**src/rtl/shift_add_multiplier_32bit.sv**
```systemverilog
// Sequential 32x32 -> 64-bit unsigned shift-and-add multiplier.
// One partial-product step per clock through a 32-bit ripple-carry adder;
// start/ready/done handshake, one multiply in flight at a time.

// Combinational 32-bit ripple-carry adder with carry-out and signed overflow.
module full_adder_32bit (
  input  logic [31:0] a,
  input  logic [31:0] b,
  input  logic        cin,
  output logic [31:0] sum,
  output logic        cout,
  output logic        overflow
);
  logic [32:0] carry;

  assign carry[0] = cin;

  genvar gi;
  generate
    for (gi = 0; gi < 32; gi++) begin : g_bit
      assign sum[gi]     = a[gi] ^ b[gi] ^ carry[gi];
      assign carry[gi+1] = (a[gi] & b[gi]) | (carry[gi] & (a[gi] ^ b[gi]));
    end
  endgenerate

  assign cout     = carry[32];
  assign overflow = carry[32] ^ carry[31];
endmodule

module shift_add_multiplier_32bit (
  input  logic        clk,
  input  logic        rst,
  input  logic        start,
  input  logic [31:0] a_in,
  input  logic [31:0] b_in,
  output logic        ready,
  output logic        busy,
  output logic        done,
  output logic [63:0] product
);
  localparam logic [1:0] IDLE = 2'd0;
  localparam logic [1:0] BUSY = 2'd1;
  localparam logic [1:0] DONE = 2'd2;

  logic [1:0]  state_reg;
  logic [31:0] m_reg;
  logic [31:0] p_hi_reg;
  logic [31:0] p_lo_reg;
  logic [5:0]  cnt_reg;

  logic [31:0] add_b;
  logic [31:0] add_sum;
  logic        add_cout;
  logic        adder_overflow_unused;

  // The multiplicand is added only when the current multiplier bit is set.
  assign add_b = p_lo_reg[0] ? m_reg : 32'h0;

  full_adder_32bit u_adder (
    .a        (p_hi_reg),
    .b        (add_b),
    .cin      (1'b0),
    .sum      (add_sum),
    .cout     (add_cout),
    .overflow (adder_overflow_unused)
  );

  // Control FSM and datapath registers; the carry-out shifts into bit 63.
  always_ff @(posedge clk) begin
    if (rst) begin
      state_reg <= IDLE;
      m_reg     <= 32'h0;
      p_hi_reg  <= 32'h0;
      p_lo_reg  <= 32'h0;
      cnt_reg   <= 6'd0;
    end else begin
      case (state_reg)
        IDLE: begin
          if (start) begin
            m_reg     <= a_in;
            p_lo_reg  <= b_in;
            p_hi_reg  <= 32'h0;
            cnt_reg   <= 6'd0;
            state_reg <= BUSY;
          end
        end
        BUSY: begin
          {p_hi_reg, p_lo_reg} <= {add_cout, add_sum, p_lo_reg[31:1]};
          cnt_reg              <= cnt_reg + 6'd1;
          if (cnt_reg == 6'd31) begin
            state_reg <= DONE;
          end
        end
        DONE: begin
          state_reg <= IDLE;
        end
        default: begin
          state_reg <= IDLE;
        end
      endcase
    end
  end

  assign ready   = (state_reg == IDLE);
  assign busy    = (state_reg == BUSY) || (state_reg == DONE);
  assign done    = (state_reg == DONE);
  assign product = {p_hi_reg, p_lo_reg};
endmodule

```
**config.mk**
```make
export PLATFORM = sky130hd
export DESIGN_NAME = shift_add_multiplier_32bit
export DESIGN_NICKNAME = d
export VERILOG_FILES = /design/src/rtl/shift_add_multiplier_32bit.sv
export SDC_FILE = /design/constraint.sdc
export NUM_CORES = 1
export LEC_CHECK = 0
export BUFFER_PORTS_ARGS = -buffer_cell sky130_fd_sc_hd__buf_4
export CAP_MARGIN = 20
export CORE_ASPECT_RATIO = 0.75
export CORE_MARGIN = 1.5
export CORE_UTILIZATION = 53
export DETAILED_ROUTE_END_ITERATION = 10
export GPL_ROUTABILITY_DRIVEN = 0
export MAX_ROUTING_LAYER = met4
export PLACE_DENSITY_LB_ADDON = 0.3
export SLEW_MARGIN = 0
export SYNTH_ARGS = -nofsm -noshare
export SYNTH_HDL_FRONTEND = slang
export SYNTH_SLANG_ARGS = --single-unit
```
**constraint.sdc**
```tcl
create_clock -name clk -period 17 [get_ports clk]
set_clock_uncertainty 0.15 [all_clocks]
set_input_delay 3.4 -clock clk [delete_from_list [all_inputs] [get_ports clk]]
set_output_delay 3.4 -clock clk [all_outputs]
set_load 0.05 [all_outputs]
```
==> flow_metrics.py, run 1 <==
metrics = {
    "sta": {
        "setup_violations": 0,
        "final-hold-violation-count": 0,
        "max_freq_ghz": 0.0714,
        "finalCritPeriodShare_pct": 82.4,
        "drv_slew": 0,
        "tightestPinTransition_ns": 1.04,
        "timing.setup.tns_ns": 0,
        "rsz0062_at_grt": "no",
        "max_slew_margin_pct": 31.0,
        "min_period_ns": 14.00,
    },
    "grt": {
        "gr-total-overflow": 0,
        "grt_pass1_wl_mm": 19.1,
        "grt_usage_pct": 24.9,
        "antenna_found_initial": 0,
        "grt_pass1_vias": 4037,
        "grt_max_degree": 102,
    },
    "final_layout": {
        "stdcell_count": 813,
        "fin_area_um2": 6480,
        "num_antenna_cells": 0,
        "syn_to_final_growth_pct": 27.2,
        "drive_above_1_share_pct": 23.4,
        "nNetsFinal": 783,
    },
    "placement": {
        "placed_cells": 795,
        "place_hpwl_mm": 7.92,
        "io_buffers": 133,
        "dpl_cell_area_um2": 6090,
    },
    "min_path": {
        "min_from": "m_reg[28]",
        "hold_path.class": "register to register",
    },
    "worst_setup_path": {
        "endpoint_kind": "register",
        "critPathMaxFanout": 21,
        "cp.required_ns": 17.05,
        "cp-startpoint": "p_lo_reg[0]",
        "cp_common_cell": "fa_1",
        "rr_startpoint": "p_lo_reg[0]",
        "cpPeakStageDelay_ns": 0.66,
        "critPathKind": "register to register",
        "cp_slowest_cell": "dfxtp_1",
        "cp.buffers_inverters": 7,
        "startpoint_type": "register",
        "arrival_ns": 14.05,
        "cpLargestDelayFamily": "adder cells",
    },
    "yosys": {
        "synth_warnings": 0,
        "syn-num-nets": 678,
        "syn_inst": 575,
        "netlist_area_um2": 5100,
        "synth-seq-cells": 104,
        "ys_seq_area_share_pct": 40.9,
        "synth_edf_count": 0,
        "synth_area_per_cell_um2": 8.86,
        "async_flop_share_pct": 0,
        "synth_top_flop_cell": "dfxtp_1",
        "synth_cell_type_count": 32,
    },
    "power": {
        "ir_drop_mv": 0.0547,
        "power.leakage_nw": 2.70,
        "p_total_uw": 639,
        "power.density_nw_per_um2": 98.6,
    },
    "clocking": {
        "cts_setup_buffers": 0,
        "cts.htree.levels": 3,
        "clock_sinks": 104,
        "clkTransAtPathRegs_ns": 0.07,
        "cts_resized": 0,
        "cts-hold-fix-buffers": 0,
        "cts-root-buf": "clkbuf_16",
        "clk-insertion-delay-late_ns": 0.35,
        "cts_tree": "built",
        "cts_buffers": 9,
        "clock_path_buffers": 2,
    },
    "routing": {
        "drt_wl_total_mm": 11.9,
        "antenna_left": 0,
        "drt_first_pass_iters": 5,
        "drc": 0,
        "routed_via_density": 5.30,
        "num_vias": 4309,
        "wl_per_cell_um": 14.6,
        "drtIter0Drc": 232,
    },
    "floorplan": {
        "die_x_um": 116,
        "core_area_um2": 9200,
        "io_pins": 134,
        "rows": 30,
        "die_h_um": 87.9,
        "design.die.area_um2": 10200,
        "initial_core_util_pct": 55.4,
    },
    "run_status": {
        "status": "finished clean",
    },
    "run": {
        "drv_cap": 0,
    },
}
[per-layer routing]
metal	routed length [um]	track usage (%)	share of wire, %
met1	5280	32.2	45
met2	5840	39.5	49
met3	624	6.09	5.3
met4	118	6.65	0.99
met5	0	-	0
[layout by cell type (no fill, tap or decap), drive strengths merged, types with 3 or more instances in the layout]
cell type / n
buf: 139
dfxtp: 104
nand2: 97
inv: 68
nor2: 66
a21oi: 37
a32oi: 33
mux2i: 33
a211oi: 33
fa: 31
clkbuf: 11
ha: 5
and2: 4
bufinv: 3
[worst register-to-register path, delay by kind of cell, from the launching register on]
kind	cells	cell delay, ns
adders and majority gates	32	12.07
DFF	1	0.66
buffers and inverters	7	0.60
and+or+nand+nor	2	0.20
AOI/OAI and AO/OA	1	0.18
[where the power goes]
group          internal [mW]  total, mW  switching, mW
clock                  0.148      0.238         0.0900
combinational         0.0469      0.131         0.0845
sequential             0.259      0.270         0.0112
[cells in the mapped netlist (all sizes together) (2+ instances only)]
cell type / count / share of area, %
o31ai: 2 / 0.29
or3: 2 / 0.25
or4: 2 / 0.29
buf: 26 / 3.1
a21oi: 37 / 3.6
a32oi: 33 / 5.7
clkbuf: 19 / 1.4
o21ai: 2 / 0.20
a211oi: 33 / 5.2
dfxtp: 104 / 41
a221oi: 2 / 0.34
mux2i: 33 / 6.6
fa: 31 / 12
nor2: 66 / 4.9
nand2: 97 / 7.1
and2: 4 / 0.49
inv: 68 / 5.0
ha: 5 / 1.2
[logic make-up (layout without fill, tap and decap cells)]
logic type	count (synthesis)	in the layout	synth area share [%]
compound gates	111	111	15.6
fa+ha+maj	36	36	13.4
buf+inv	113	223	9.55
flops	104	104	40.9
mux	34	34	6.78
simple gates	177	177	13.8
[final timing paths]
path,end,slack (ns),cells after the start
min reg2reg,m_reg[28],0.31,2
min,m_reg[28],0.31,2
max reg2reg,p_hi_reg[30],3.00,42
max,p_hi_reg[30],3.00,42
[per-stage QoR]
| step | util (%) | setup WS (ns) | hold slack (ns) |
|---|---|---|---|
| detailed placement | 66.3 | 2.76 | 0.296 |
| global route | 70.5 | 2.39 | 0.321 |
| floorplan | - | 3.41 | 0.282 |
| CTS | 70.0 | 2.69 | 0.305 |
| global placement | 66.0 | 3.02 | 0.292 |
| finish | 70.5 | 3.00 | 0.307 |
[final cells by class]
type / instances / area [um2]
timing repair buffer: 139 / 1090
clock inverter: 5 / 104
sequential: 104 / 2080
inverter: 68 / 255
multi-input combinational: 358 / 2550
clock buffer: 11 / 243
tap: 128 / 160
fill: 754 / 2710
Note: power is estimated with default switching activity, not from simulation.
==> run 2: changes to the inputs <==
--- a/config.mk
+++ b/config.mk
@@ -5,11 +5,12 @@
 export SDC_FILE = /design/constraint.sdc
 export NUM_CORES = 1
 export LEC_CHECK = 0
+export ABC_AREA = 1
 export BUFFER_PORTS_ARGS = -buffer_cell sky130_fd_sc_hd__buf_4
 export CAP_MARGIN = 20
 export CORE_ASPECT_RATIO = 0.75
 export CORE_MARGIN = 1.5
-export CORE_UTILIZATION = 53
+export CORE_UTILIZATION = 47
 export DETAILED_ROUTE_END_ITERATION = 10
 export GPL_ROUTABILITY_DRIVEN = 0
 export MAX_ROUTING_LAYER = met4
==> constraint.sdc (replaced) <==
create_clock -name clk -period 11.9 [get_ports clk]
set_clock_uncertainty 0.15 [all_clocks]
set_input_delay 2.38 -clock clk [delete_from_list [all_inputs] [get_ports clk]]
set_output_delay 2.38 -clock clk [all_outputs]
set_load 0.05 [all_outputs]
==> flow_metrics.py, run 2 <==
metrics = {
    "run_status": {
        "status": "complete, but fails checks",
        "violations": "negative setup slack",
    },
    "worst_setup_path": {
        "cp_common_cell": "fa_2",
        "r2r_cells": 42,
        "arrival_ns": 12.05,
        "rr_startpoint": "p_lo_reg[0]",
        "reg2reg_slack_ns": -0.06,
        "endpoint_kind": "register",
        "cp.required_ns": 11.98,
        "critPathKind": "register to register",
        "critPathMaxFanout": 3,
        "cpLargestDelayFamily": "adder cells",
        "cpPeakStageDelay_ns": 0.52,
        "startpoint_type": "register",
        "cp.buffers_inverters": 7,
        "cp_slowest_cell": "fa_2",
        "r2r-end": "p_hi_reg[30]",
    },
    "routing": {
        "drc": 0,
        "antenna_left": 0,
        "drtIter0Drc": 312,
        "num_vias": 4458,
        "routed_via_density": 5.14,
        "drt_wl_total_mm": 12.0,
        "wl_per_cell_um": 13.8,
        "drt_first_pass_iters": 5,
    },
    "final_layout": {
        "num_antenna_cells": 0,
        "nNetsFinal": 834,
        "layout_commonest_cell": "buf_4",
        "stdcell_count": 868,
        "syn_to_final_growth_pct": 30.1,
        "register_area_um2": 2090,
        "drive_above_1_share_pct": 27.2,
        "fill_cells": 870,
        "multi_input_area_um2": 2440,
        "most-common-layout-cells": "buf_4 (137), nand2_1 (117), dfxtp_1 (103)",
    },
    "power": {
        "clkPwrFrac_pct": 31.2,
        "comb_power_share_pct": 26.5,
        "power_switching_uw": 322,
        "power.leakage_nw": 2.52,
        "power.density_nw_per_um2": 151,
        "p_sw_share_pct": 33.6,
        "p_total_uw": 957,
        "seq_power_share_pct": 42.3,
        "p_int_uw": 635,
        "ir_drop_mv": 0.0766,
    },
    "sta": {
        "tightestPinTransition_ns": 1.06,
        "finalCritPeriodShare_pct": 101,
        "drv_slew": 0,
        "max_slew_margin_pct": 29.3,
        "setup_violations": 1,
        "final-hold-violation-count": 0,
        "rsz0062_at_grt": "yes",
        "min_period_ns": 11.96,
        "setup_ws_ns": -0.0628,
        "max_freq_ghz": 0.0836,
    },
    "min_path": {
        "hold_path.class": "register to register",
        "hold_depth": 2,
        "whs_endpoint": "m_reg[17]",
        "min_from": "m_reg[17]",
    },
    "clocking": {
        "cts.htree.levels": 3,
        "clock_sinks": 104,
        "cts_tree": "built",
        "clock_path_buffers": 2,
        "cts_buffers": 9,
        "cts-root-buf": "clkbuf_16",
        "cts-hold-fix-buffers": 0,
        "clk-insertion-delay-late_ns": 0.35,
        "cts_setup_buffers": 0,
        "clkTransAtPathRegs_ns": 0.07,
    },
    "yosys": {
        "synth_cell_type_count": 23,
        "yosysTopAreaCell": "dfxtp_1",
        "yosys-top-cells-count": "nand2_1 (118), dfxtp_1 (104), nor2_1 (98), inv_1 (74), o21ai_0 (65)",
        "synth_edf_count": 0,
        "netlist_area_um2": 4880,
        "synthTopCellsByArea": "dfxtp_1 (43%), fa_1 (13%), nand2_1 (9.1%), nor2_1 (7.5%), o21ai_0 (6.7%)",
        "yosys.area.top_type_share_pct": 42.7,
        "synth_top_flop_cell": "dfxtp_1",
        "synth-seq-cells": 104,
        "synth_warnings": 0,
        "syn_inst": 622,
        "async_flop_share_pct": 0,
        "ys_seq_area_share_pct": 42.7,
        "synth.most_common_cell": "nand2_1",
        "syn-num-nets": 725,
        "synth_area_per_cell_um2": 7.85,
    },
    "run": {
        "drv_cap": 0,
    },
    "grt": {
        "grt_max_degree": 65,
        "antenna_found_initial": 0,
        "gr-total-overflow": 0,
        "grt_pass1_wl_mm": 19.9,
        "grt_pass1_vias": 4281,
        "grt_usage_pct": 23.2,
    },
    "placement": {
        "placed_cells": 850,
        "io_buffers": 133,
        "place_hpwl_mm": 8.36,
    },
    "floorplan": {
        "design.die.area_um2": 11000,
        "die_x_um": 121,
        "initial_core_util_pct": 49.3,
        "io_pins": 134,
        "rows": 31,
        "core_area_um2": 9890,
        "die_h_um": 91.2,
    },
}
==> run 2: per-layer routing <==
| layer | GRT usage, % | vias to the layer above | wire length [um] | share of wire [%] |
|---|---|---|---|---|
| met5 | - | - | 0 | 0 |
| met1 | 30.3 | 2110 | 5500 | 46 |
| met4 | 7.35 | 0 | 207 | 1.7 |
| met2 | 35.7 | 138 | 5550 | 46 |
| li1 | - | 2193 | - | - |
| met3 | 5.46 | 17 | 733 | 6.1 |
==> run 2: tightest hold or removal path, stage by stage (launching register included) <==
cell and delay, ns:
dfxtp_1 0.33, nor2_1 0.05, nor2_1 0.08
==> run 2: repair_timing <==
item | in CTS | in global routing
gates resized for setup | 2 | 11
gates cloned | 0 | 0
pin swaps | 0 | 0
endpoints found under the setup margin | 2 | 3
==> run 2: power groups by stage <==
stage / logic (mW) / clock network (mW) / registers [mW]
2_1_floorplan: 0.115 / 0 / 0.472
3_3_place_gp: 0.244 / 0 / 0.410
3_5_place_dp: 0.249 / 0 / 0.412
4_1_cts: 0.249 / 0.302 / 0.404
5_1_grt: 0.276 / 0.320 / 0.409
6_report: 0.254 / 0.299 / 0.405
==> run 2: cell families after synthesis <==
logic type	synth area share, %
AOI/OAI and AO/OA	15.8
adders and majority gates	14.0
buffers and inverters	9.51
DFF	42.7
and+or+nand+nor	18.1
==> run 2: worst max path at each step <==
stage | from | endpoint | depth (start not counted)
CTS | p_lo_reg[0] | p_hi_reg[30] | 42
floorplan | p_lo_reg[0] | p_hi_reg[30] | 44
detailed placement | p_lo_reg[0] | p_hi_reg[30] | 42
finish | p_lo_reg[0] | p_hi_reg[30] | 42
global route | p_lo_reg[0] | p_hi_reg[30] | 42
global placement | p_lo_reg[0] | p_hi_reg[30] | 42
==> run 2: cell type report <==
type	count	area share (%)
multi-input cells	402	38.5
flip-flops and latches	104	32.9
repair buffers	139	16.9
inverters	75	4.44
clock buffers	13	4.10
well taps	132	2.60
clock inverters	3	0.631
==> run 2: stage by stage <==
step | worst slack, ns | instance area, um2 | util (%) | hold slack, ns | setup TNS [ns]
after floorplan | -0.0999 | 4970 | - | 0.305 | -0.107
after global placement | 0.0677 | 5970 | 60.4 | 0.315 | 0
after detailed placement | -0.0791 | 5970 | 60.4 | 0.324 | -0.0791
after CTS | -0.0538 | 6280 | 63.5 | 0.340 | -0.0538
after global routing | -0.379 | 6350 | 64.2 | 0.348 | -0.628
final | -0.0628 | 6350 | 64.2 | 0.335 | -0.0628
==> run 3: changes to the inputs <==
--- a/config.mk
+++ b/config.mk
@@ -6,12 +6,12 @@
 export NUM_CORES = 1
 export LEC_CHECK = 0
 export ABC_AREA = 1
-export BUFFER_PORTS_ARGS = -buffer_cell sky130_fd_sc_hd__buf_4
 export CAP_MARGIN = 20
 export CORE_ASPECT_RATIO = 0.75
 export CORE_MARGIN = 1.5
-export CORE_UTILIZATION = 47
+export CORE_UTILIZATION = 57
 export DETAILED_ROUTE_END_ITERATION = 10
+export DONT_BUFFER_PORTS = 1
 export GPL_ROUTABILITY_DRIVEN = 0
 export MAX_ROUTING_LAYER = met4
 export PLACE_DENSITY_LB_ADDON = 0.3
==> flow_metrics.py, run 3 (synthesis results as in run 2) <==
metrics = {
    "floorplan": {
        "core_area_um2": 8380,
        "die_x_um": 110,
        "design.die.area_um2": 9130,
        "initial_core_util_pct": 58.2,
        "die_h_um": 83.1,
        "rows": 29,
        "io_pins": 134,
    },
    "grt": {
        "gr-total-overflow": 0,
        "grt_max_degree": 80,
        "grt_usage_pct": 26.7,
        "grt_pass1_wl_mm": 18.5,
        "antenna_found_initial": 0,
        "grt_pass1_vias": 3987,
    },
    "min_path": {
        "whs_endpoint": "cnt_reg[1]",
        "min_from": "cnt_reg[1]",
        "hold_path.class": "register to register",
        "hold_depth": 2,
    },
    "sta": {
        "tightestPinTransition_ns": 1.04,
        "rsz0062_at_grt": "yes",
        "drv_slew": 0,
        "max_freq_ghz": 0.0834,
        "min_period_ns": 11.98,
        "final-hold-violation-count": 0,
        "finalCritPeriodShare_pct": 101,
        "setup_violations": 1,
        "hold_ws_ns": 0.328,
        "setup_ws_ns": -0.0842,
        "max_slew_margin_pct": 30.7,
    },
    "run_status": {
        "violations": "negative setup slack",
        "status": "complete, but fails checks",
    },
    "power": {
        "comb_power_share_pct": 15.2,
        "ir_drop_mv": 0.0994,
        "power.density_nw_per_um2": 172,
        "clkPwrFrac_pct": 34.0,
        "seq_power_share_pct": 50.8,
        "p_total_uw": 924,
        "p_sw_share_pct": 33.5,
        "power_switching_uw": 310,
        "power.leakage_nw": 1.89,
        "p_int_uw": 615,
    },
    "routing": {
        "drtIter0Drc": 257,
        "drt_first_pass_iters": 6,
        "num_vias": 3926,
        "drc": 0,
        "routed_via_density": 5.46,
        "antenna_left": 0,
        "wl_per_cell_um": 15.2,
        "drt_wl_total_mm": 10.9,
    },
    "final_layout": {
        "syn_to_final_growth_pct": 10.4,
        "fill_cells": 712,
        "most-common-layout-cells": "nand2_1 (117), dfxtp_1 (102), nor2_1 (98)",
        "num_antenna_cells": 0,
        "drive_above_1_share_pct": 12.3,
        "layout_commonest_cell": "nand2_1",
        "nNetsFinal": 709,
        "stdcell_count": 719,
    },
    "clocking": {
        "cts_buffers": 9,
        "cts.htree.levels": 3,
        "clock_sinks": 104,
        "cts-root-buf": "clkbuf_16",
        "clkTransAtPathRegs_ns": 0.07,
        "cts-hold-fix-buffers": 0,
        "clk-insertion-delay-late_ns": 0.35,
        "clock_path_buffers": 2,
        "cts_tree": "built",
    },
    "worst_setup_path": {
        "reg2reg_slack_ns": -0.08,
        "cp_common_cell": "fa_2",
        "rr_startpoint": "p_lo_reg[0]",
        "r2r_cells": 42,
        "arrival_ns": 12.09,
        "cp.buffers_inverters": 7,
        "cpLargestDelayFamily": "adder cells",
        "startpoint_type": "register",
        "cpPeakStageDelay_ns": 0.52,
        "r2r-end": "p_hi_reg[30]",
        "cp_slowest_cell": "fa_2",
        "critPathKind": "register to register",
        "cp.required_ns": 12.00,
        "critPathMaxFanout": 3,
        "endpoint_kind": "register",
    },
    "placement": {
        "placed_cells": 699,
        "io_buffers": 0,
        "place_hpwl_mm": 7.38,
        "post-place-ws_ns": -0.139,
    },
    "run": {
        "drv_cap": 0,
    },
}
run 3: cell types whose count changed in the layout (fill, tap and decap cells not counted), sizes merged:
cell,before,now
bufinv,1,2
buf,139,14
clkinv,3,1
inv,74,75
run 3: worst max-delay path by stage:
stage                            from            to  slack (ns)  depth (start not counted)
after floorplan           p_lo_reg[0]  p_hi_reg[30]        -0.1                         44
after global placement    p_lo_reg[0]  p_hi_reg[30]        0.09                         42
after detailed placement  p_lo_reg[0]  p_hi_reg[30]       -0.14                         42
after CTS                 p_lo_reg[0]  p_hi_reg[30]       -0.11                         42
after global routing      p_lo_reg[0]  p_hi_reg[30]       -0.34                         42
final                     p_lo_reg[0]  p_hi_reg[30]       -0.08                         42
run 3: power groups by stage:
| stage | Sequential, mW | Combinational [mW] | Clock, mW |
|---|---|---|---|
| after global placement | 0.475 | 0.130 | 0 |
| after floorplan | 0.472 | 0.115 | 0 |
| after detailed placement | 0.477 | 0.136 | 0 |
| final | 0.469 | 0.141 | 0.314 |
| after CTS | 0.469 | 0.138 | 0.321 |
| after global routing | 0.474 | 0.160 | 0.333 |
run 3: through the flow:
step                      cell area (um2)  utilization, %  setup TNS, ns
after detailed placement             4990            59.5         -0.202
after global routing                 5390            64.3         -0.628
after CTS                            5330            63.6         -0.159
after global placement               4990            59.5              0
final                                5390            64.3        -0.0842
after floorplan                      4970               -         -0.107
run 3: worst reg2reg max path, delay by kind of cell, from the launching register on:
family	cells	cell delay, ns
fa+ha+maj	32	10.85
buf+inv	7	0.39
flops	1	0.36
simple gates	2	0.09
compound gates	1	0.07
run 3: final cells by class:
| class | instances | area (um2) | area share, % |
|---|---|---|---|
| clock buffers | 13 | 250 | 4.65 |
| clock inverters | 3 | 65.1 | 1.21 |
| inverters | 75 | 282 | 5.23 |
| multi-input cells | 402 | 2440 | 45.4 |
| flip-flops and latches | 104 | 2090 | 38.7 |
| well taps | 108 | 135 | 2.51 |
| repair buffers | 14 | 124 | 2.30 |
run 3: repair_timing:
item                       in CTS  in global routing
buffers inserted                2                  0
setup endpoints to repair       2                  3
pin swaps                       1                  3
resized for setup               6                  9
run 3: routing by layer:
layer  up-vias  track usage (%)  routed length [um]  part of all wire (%)
met3        18             7.93                 874                   8.0
met4         0             10.5                 236                   2.2
met5         -                -                   0                     0
met1      1812             32.0                4640                    43
met2       145             42.1                5140                    47
li1       1951                -                   -                     -
